## config.mk

```make
export PLATFORM = sky130hd
export DESIGN_NAME = tom_motion_ctl
export DESIGN_NICKNAME = d
export VERILOG_FILES = /design/src/rtl/tom_motion_ctl.sv
export SDC_FILE = /design/constraint.sdc
export NUM_CORES = 1
export LEC_CHECK = 0
export CORE_MARGIN = 1.5
export CORE_UTILIZATION = 40
export DETAILED_ROUTE_END_ITERATION = 12
export DONT_BUFFER_PORTS = 1
export HOLD_SLACK_MARGIN = 0.03
export SLEW_MARGIN = 20
export SYNTH_ARGS = -nofsm -noshare
export SYNTH_HDL_FRONTEND = slang
export SYNTH_SLANG_ARGS = --single-unit
```

## constraint.sdc

```tcl
create_clock -name clk -period 6.1 [get_ports clk]
set_input_delay 0.61 -clock clk [delete_from_list [all_inputs] [get_ports clk]]
set_output_delay 0.61 -clock clk [all_outputs]
set_load 0.02 [all_outputs]
```

## src/rtl/tom_motion_ctl.sv

```systemverilog
// Per-frame walk/jump/gravity/landing controller for the Tom sprite against six platforms and the floor.
// Latency: position/state update on the frame_tick cycle, visible the cycle after; no backpressure.
// Optional build macro TOM_DOUBLE_JUMP_EN enables one mid-air jump per airborne phase.
module tom_motion_ctl #(
    parameter int X_INIT    = 100,
    parameter int Y_INIT    = 718,
    parameter int FLOOR_Y   = 768,
    parameter int SCREEN_W  = 1024,
    parameter int WALK_STEP = 4,
    parameter int JUMP_V0   = 20,
    parameter int VMAX      = 20
) (
    input  logic        clk,
    input  logic        rst,
    input  logic        frame_tick,
    input  logic        btn_left,
    input  logic        btn_right,
    input  logic        btn_jump,
    output logic [11:0] xpos,
    output logic [11:0] ypos,
    output logic        on_ground,
    output logic [1:0]  state,
    output logic        facing_left
);

    localparam int TOM_WIDTH  = 32;
    localparam int TOM_HEIGHT = 50;
    localparam int NPLAT      = 6;
    localparam int P_XS [NPLAT] = '{180, 780,   0, 500, 600, 125};
    localparam int P_XE [NPLAT] = '{650, 920, 250, 600, 975, 450};
    localparam int P_YC [NPLAT] = '{600, 600, 460, 460, 320, 220};

    typedef enum logic [1:0] {
        ST_GROUND = 2'd0,
        ST_RISE   = 2'd1,
        ST_FALL   = 2'd2
    } state_t;

    state_t      r_state;
    logic [11:0] r_xpos;
    logic [11:0] r_ypos;
    logic [5:0]  r_vy;
    logic        r_facing_left;
    logic        r_jump_req;
    logic        r_jump_prev;

    state_t      w_state_nxt;
    logic [11:0] w_x_nxt;
    logic [11:0] w_y_nxt;
    logic [5:0]  w_vy_nxt;
    logic        w_face_nxt;
    logic        w_jump_rise;
    logic        w_jump_eff;
    logic        w_air_jump;
    logic [12:0] w_feet;
    logic [12:0] w_feet_new;
    logic [5:0]  w_vy_inc;
    logic [5:0]  w_vy_dec;
    logic [11:0] w_rise_y;
    logic        w_supported;
    logic        w_hit;
    logic [12:0] w_land;

    function automatic logic f_overlap(input logic [11:0] x, input int xs, input int xe);
        return (({1'b0, x} + 13'(TOM_WIDTH)) > 13'(xs)) && ({1'b0, x} < 13'(xe));
    endfunction

    // A press landing on the tick cycle itself is honoured by that tick.
    assign w_jump_rise = btn_jump & ~r_jump_prev;
    assign w_jump_eff  = r_jump_req | w_jump_rise;

`ifdef TOM_DOUBLE_JUMP_EN
    logic r_air_jump_used;
    assign w_air_jump = w_jump_eff & ~r_air_jump_used;
`else
    assign w_air_jump = 1'b0;
`endif

    always_comb begin
        w_x_nxt    = r_xpos;
        w_face_nxt = r_facing_left;
        if (btn_left && !btn_right) begin
            w_x_nxt    = (r_xpos < 12'(WALK_STEP)) ? 12'd0 : r_xpos - 12'(WALK_STEP);
            w_face_nxt = 1'b1;
        end else if (btn_right && !btn_left) begin
            w_x_nxt    = (r_xpos >= 12'(SCREEN_W - TOM_WIDTH - WALK_STEP)) ?
                         12'(SCREEN_W - TOM_WIDTH) : r_xpos + 12'(WALK_STEP);
            w_face_nxt = 1'b0;
        end
    end

    always_comb begin
        w_feet      = 13'(r_ypos) + 13'(TOM_HEIGHT);
        w_vy_inc    = (r_vy >= 6'(VMAX)) ? 6'(VMAX) : r_vy + 6'd1;
        w_feet_new  = w_feet + 13'(w_vy_inc);
        w_vy_dec    = (r_vy == 6'd0) ? 6'd0 : r_vy - 6'd1;
        w_rise_y    = (r_ypos < 12'(r_vy)) ? 12'd0 : r_ypos - 12'(r_vy);
        w_supported = (w_feet == 13'(FLOOR_Y));
        w_hit       = 1'b0;
        w_land      = 13'h1FFF;
        // Several platforms may be crossed in one tick; the highest one wins.
        for (int i = 0; i < NPLAT; i++) begin
            if (f_overlap(w_x_nxt, P_XS[i], P_XE[i])) begin
                if (w_feet == 13'(P_YC[i]))
                    w_supported = 1'b1;
                if (w_feet <= 13'(P_YC[i]) && w_feet_new >= 13'(P_YC[i]) &&
                    13'(P_YC[i]) < w_land) begin
                    w_hit  = 1'b1;
                    w_land = 13'(P_YC[i]);
                end
            end
        end
    end

    always_comb begin
        w_state_nxt = r_state;
        w_y_nxt     = r_ypos;
        w_vy_nxt    = r_vy;
        unique case (r_state)
            ST_GROUND: begin
                if (w_jump_eff) begin
                    w_state_nxt = ST_RISE;
                    w_vy_nxt    = 6'(JUMP_V0);
                end else if (!w_supported) begin
                    w_state_nxt = ST_FALL;
                    w_vy_nxt    = 6'd0;
                end
            end
            ST_RISE: begin
                if (w_air_jump) begin
                    w_vy_nxt = 6'(JUMP_V0);
                end else begin
                    w_y_nxt  = w_rise_y;
                    w_vy_nxt = w_vy_dec;
                    if (w_vy_dec == 6'd0)
                        w_state_nxt = ST_FALL;
                end
            end
            ST_FALL: begin
                if (w_air_jump) begin
                    w_state_nxt = ST_RISE;
                    w_vy_nxt    = 6'(JUMP_V0);
                end else if (w_hit) begin
                    w_state_nxt = ST_GROUND;
                    w_y_nxt     = 12'(w_land - 13'(TOM_HEIGHT));
                    w_vy_nxt    = 6'd0;
                end else if (w_feet_new >= 13'(FLOOR_Y)) begin
                    w_state_nxt = ST_GROUND;
                    w_y_nxt     = 12'(FLOOR_Y - TOM_HEIGHT);
                    w_vy_nxt    = 6'd0;
                end else begin
                    w_y_nxt  = r_ypos + 12'(w_vy_inc);
                    w_vy_nxt = w_vy_inc;
                end
            end
            default: begin
                w_state_nxt = ST_GROUND;
                w_vy_nxt    = 6'd0;
            end
        endcase
    end

    always_ff @(posedge clk) begin
        if (rst) begin
            r_state       <= ST_GROUND;
            r_xpos        <= 12'(X_INIT);
            r_ypos        <= 12'(Y_INIT);
            r_vy          <= 6'd0;
            r_facing_left <= 1'b0;
            r_jump_req    <= 1'b0;
            r_jump_prev   <= 1'b0;
        end else begin
            r_jump_prev <= btn_jump;
            if (frame_tick) begin
                r_state       <= w_state_nxt;
                r_xpos        <= w_x_nxt;
                r_ypos        <= w_y_nxt;
                r_vy          <= w_vy_nxt;
                r_facing_left <= w_face_nxt;
                r_jump_req    <= 1'b0;
            end else if (w_jump_rise) begin
                r_jump_req <= 1'b1;
            end
        end
    end

`ifdef TOM_DOUBLE_JUMP_EN
    always_ff @(posedge clk) begin
        if (rst)
            r_air_jump_used <= 1'b0;
        else if (frame_tick) begin
            if (r_state != ST_GROUND && w_air_jump)
                r_air_jump_used <= 1'b1;
            else if (w_state_nxt == ST_GROUND)
                r_air_jump_used <= 1'b0;
        end
    end
`endif

    assign xpos        = r_xpos;
    assign ypos        = r_ypos;
    assign state       = r_state;
    assign on_ground   = (r_state == ST_GROUND);
    assign facing_left = r_facing_left;

endmodule

```

# Word level (Yosys, flattened, before mapping)
# Cells that the tools add are included.
[totals]
reg_bits = 35
latch_bits = 0
mem_bits_rw = 0
mem_bits_ro = 0
in_bits = 6
output_inout_bits = 28
wordCells = 148
mem_count = 0
[op_classes]
n_addsub = 10
multipliers = 0
n_div = 0
magnitude_cmp = 30
eq_ne = 10
shift = 0
muxes = 59
bitwise = 3
n_reduce_logical = 29
[ops]
columns = ["op", "count"]
rows = [
  ["two-way mux 13 bit", 10],
  ["two-way mux 12 bit", 9],
  ["< comparator 12 x 10 -> 1 bit, second input constant", 4],
  ["< comparator 9 x 13 -> 1 bit, first input constant", 3],
  ["two-way mux 6 bit", 6],
  ["adder 12 x 6 -> 13 bit, second input constant", 2],
  ["equality test 13 x 10 -> 1 bit, second input constant", 2],
  ["equality test 13 x 9 -> 1 bit, second input constant", 2],
  ["greater-or-equal comparator 13 x 10 -> 1 bit, second input constant", 2],
  ["greater-or-equal comparator 13 x 9 -> 1 bit, second input constant", 2],
  ["> comparator 13 x 10 -> 1 bit, second input constant", 2],
  ["<= comparator 13 x 9 -> 1 bit, second input constant", 2],
  ["two-way mux 1 bit", 26],
  ["one-hot mux 12 bit (2 select lines)", 1],
  ["one-hot mux 6 bit (3 select lines)", 1],
  ["logical AND 1 bit", 17],
  ["adder 13 x 6 -> 13 bit", 1],
  ["equality test 13 x 8 -> 1 bit, second input constant", 1],
  ["greater-or-equal comparator 13 x 8 -> 1 bit, second input constant", 1],
  ["> comparator 13 x 1 -> 1 bit, second input constant", 1],
  ["> comparator 13 x 7 -> 1 bit, second input constant", 1],
  ["> comparator 13 x 8 -> 1 bit, second input constant", 1],
  ["> comparator 13 x 9 -> 1 bit, second input constant", 1],
  ["<= comparator 13 x 10 -> 1 bit, second input constant", 1],
  ["other kinds (32)", 42],
]

# Depth between registers and ports, before layout
[depth]
depth_word = 31
mapped_depth = 23

# Worst setup path after synthesis
# OpenSTA, ideal clock, no wires.
[synth_timing]
path_kind = "reg2reg"
from = "register r_vy[2]"
to = "register r_ypos[3], in the netlist ypos[3]"
setup_ns = 0.131
arrival_ns = 4.514
setup_slack_ns = 1.455
path_stages_with_launch = 22
path_buffers = 1
period_less_slack_ns = 4.645
cell_sequence = "dfxtp_1 buf_2 inv_1 nand2_1 a21oi_1 inv_1 nor2_1 ha_1 inv_1 fa_1 inv_1 a21oi_1 maj3_1 a2111oi_0 mux2i_1 nand4bb_1 o311ai_2 nand4_1 ha_1 or3_1 o211ai_1 o21ai_0"
[synth_via]
elab_chain_len = 30
word_cells_on_any_way = 55
[synth_lines]
columns = ["element", "line_no", "text"]
rows = [
  ["from (decl)", "42", "logic [5:0] r_vy;"],
  ["from (signal assigned)", "178", "r_vy <= w_vy_nxt;"],
  ["adder 6 x 1 -> 6 bit / greater-or-equal comparator 6 x 5 -> 1 bit (equally long branches)", "94", "w_vy_inc = (r_vy >= 6'(VMAX)) ? 6'(VMAX) : r_vy + 6'd1;"],
  ["two-way mux 6 bit", "94", ""],
  ["adder 13 x 6 -> 13 bit", "95", "w_feet_new = w_feet + 13'(w_vy_inc);"],
  ["greater-or-equal comparator 13 x 10 -> 1 bit", "106", "if (w_feet <= 13'(P_YC[i]) && w_feet_new >= 13'(P_YC[i]) &&"],
  ["logical AND 1 bit", "106", ""],
  ["two-way mux 13 bit", "106", ""],
  ["two-way mux 13 bit", "103", "if (f_overlap(w_x_nxt, P_XS[i], P_XE[i])) begin"],
  ["< comparator 10 x 13 -> 1 bit", "107", "13'(P_YC[i]) < w_land) begin"],
  ["[... 14 more ...]", "-", ""],
  ["two-way mux 13 bit", "103", ""],
  ["< comparator 8 x 13 -> 1 bit", "107", ""],
  ["logical AND 1 bit", "106", ""],
  ["two-way mux 12 bit", "106", ""],
  ["two-way mux 12 bit", "103", ""],
  ["subtractor 12 x 6 -> 12 bit", "145", "w_y_nxt = 12'(w_land - 13'(TOM_HEIGHT));"],
  ["two-way mux 12 bit", "143", "end else if (w_hit) begin"],
  ["one-hot mux 12 bit (2 select lines) *", "119", "unique case (r_state)"],
  ["to (signal assigned)", "167", "r_ypos <= 12'(Y_INIT);"],
  ["to (signal assigned)", "177", "r_ypos <= w_y_nxt;"],
  ["to (decl)", "41", "logic [11:0] r_ypos;"],
]
# Every way passes the cells marked *; elsewhere a longest branch is shown, timed or not.
# A chain may end at the register's enable or synchronous reset.

# Final worst setup path
# Same ends and word-level chain as after synthesis.

==> key figures <==
Outcome
  – Status: completed

Detailed routing
  – 1st-pass router iterations: 5
  – Via count: 5657
  – Vias per cell: 6.47
  – Drt wl/cell: 19.6 um
  – Initial DRC count: 512
  – DRT Wirelength: 17100 um
  – Routed Antenna Nets: 0
  – DRC: 0

STA
  – Max-slew headroom: 42.8%
  – Max Freq: 186 MHz
  – Max Slew Vio Count: 0
  – TNS Setup: 0 ns
  – Setup WS post-layout: 0.733 ns
  – Final number of setup-violating endpoints: 0
  – Min Tclk post-route: 5.37 ns
  – Final Hold Fails: 0
  – Setup repair after global routing missed its margin: no
  – Clk_skew: 0.0110 ns
  – Final period utilization: 88.0%
  – Slew @ Worst Pin: 0.857 ns

GRT
  – Vias in the first global route: 5472
  – Global-route wire length before repair: 27600 um
  – Largest net degree at the start of global routing: 27
  – GRT Overall Usage: 25.7%
  – Initial antenna violation count: 0
  – GRT overflow: 0

Min path
  – Hold depth: 1
  – HP Class: in2reg

Cells and area
  – Synthesis-to-layout area growth: 4.32%
  – Commonest non-fill, non-tap cell in the layout: nor2_1
  – Share of cells above drive strength 1: 6.98%
  – Ant. Diodes: 0
  – Nets: 742
  – Commonest non-fill, non-tap cells in the layout: nor2_1 (69), a21oi_1 (56), nand2_1 (53)

Logic synthesis
  – Cells after Synth: 726
  – Synth Flop Type: dfxtp_1
  – Simple-gate share of the synthesized area: 27.6%
  – Post-synthesis mux area share: 1.39%
  – Yosys cell types: 96
  – Synth Area in Compound Gates: 35.0%
  – Seq cells post-synth: 35
  – Synth warn: 0
  – Post-synth EDFFs: 0
  – Synth Area in XOR/XNOR: 6.39%
  – Register area share after synthesis: 13.4%
  – Largest family of logic cells by synthesized area: compound AO/OA/AOI/OAI gates
  – Mapped Area: 5210 um2
  – Mean area per synthesized cell: 7.18 um2
  – Post-Synth Adder-Cell Area: 9.44%
  – Ys async rst share: 0%

Worst setup path
  – Kind of critical path: reg2reg
  – WP data arrival: 5.54 ns
  – Kind of start point of the critical path: flip-flop
  – R2R cell count: 20
  – Crit-path max FO: 9
  – Nature of the critical path endpoint: flip-flop
  – Worst EP required: 6.27 ns
  – Reg-to-reg setup timing slack: 0.73 ns

Pwr
  – Peak VDD IR: 225 uV
  – Leakage: 0.00200 uW
  – Cell Pwr Density: 404 nW/um2

Clocking
  – CTS buffer count: 5
  – CTS root buf: clkbuf_16
  – Clk_lat worst skew: 0.30 ns
  – # hold bufs at CTS: 0
  – Post-CTS setup buffer count: 0
  – Clock Path Buffers: 2
  – CTS tree: yes
  – CTS sink cnt: 35
  – # H-tree levels: 2
  – CTS resizes: 0
  – Clock transition at path regs: 0.06 ns

Floorplan
  – Vert. Die Dim: 117 um
  – Initial Util: 41.1%
  – Die X: 117 um
  – Core footprint: 12700 um2
  – # rows: 41
  – Die area: 13700 um2
  – IO Pins: 34

Placement
  – Pre-CTS setup slack: 0.845 ns
  – Port bufs: 0
  – HPWL after DPL: 13000 um
  – Routability cong.: 0.931

Run
  – Max-Cap Viols: 0
-- synth_stat cells (all sizes together) (20+ instances only) --
library cell	number	share of area [%]
nand2	53	3.8
o21ai	45	4.4
ha	32	7.7
inv	35	2.5
xnor2	29	4.9
nor3	26	2.6
nor2	73	5.5
dfxtp	35	13
clkbuf	23	1.7
nand3	22	2.1
a21oi	56	5.4
a21o	20	2.9
-- registers in the layout, summed over array words and instances, names as in the netlist --
| signal | cells |
|---|---|
| r_jump_prev | 1 |
| state | 2 |
| ypos | 12 |
| r_jump_req | 1 |
| r_vy | 6 |
| xpos | 12 |
| facing_left | 1 |
-- routing by layer --
metal	GRT usage (%)	routed length [um]	vias to the layer above	share of wire [%]
met5	0	0	-	0
met4	10.8	577	0	3.4
met3	4.94	1210	50	7.1
met2	44.6	8160	270	48
met1	31.1	7140	2642	42
li1	-	-	2695	-
-- through the flow --
stage	util, %	hold slack (ns)	cells	area, um2	total power [uW]
3_5_place_dp	41.8	0.532	866	5290	1890
5_1_grt	42.9	0.372	874	5440	2370
2_1_floorplan	-	0.489	727	5210	1550
6_report	42.9	0.384	874	5440	2200
3_3_place_gp	41.8	0.520	866	5290	1880
4_1_cts	42.9	0.377	874	5440	2160
-- cell type report --
type	instances	area, um2
sequential	35	701
tap	172	215
timing repair buffer	7	52.6
clock buffer	6	129
multi-input combinational	614	4170
fill	1303	7240
clock inverter	2	12.5
inverter	38	155
-- critical path, cell delays in order, from the launching register on --
cell,delay (ns)
dfxtp_1,0.39
inv_1,0.15
nand2_1,0.11
a21oi_1,0.23
inv_1,0.08
nor2_1,0.10
ha_1,0.23
inv_1,0.08
fa_1,0.42
inv_1,0.09
a21oi_1,0.10
maj3_1,0.42
a2111oi_0,0.54
mux2i_1,0.30
nand4bb_1,0.25
o311ai_2,0.53
nand4_1,0.35
ha_1,0.32
or3_1,0.37
o211ai_1,0.08
o21ai_0,0.10
-- power by group --
part	internal, uW	switching (uW)
Sequential	261	111
Clock	151	110
Combinational	570	994
-- kinds of logic after synthesis --
logic type / after synthesis
compound gates: 255
fa+ha+maj: 38
flops: 35
mux: 7
simple gates: 274
buf+inv: 78
xor+xnor: 38
other cells: 1
-- final timing paths --
check | startpoint | endpoint
worst max register to register | r_vy[2] | ypos[3]
worst max-delay path | r_vy[2] | ypos[3]
worst min register to register | r_jump_req | r_jump_req
worst min-delay path | rst | r_jump_prev
(Power assumes the default switching activity.)
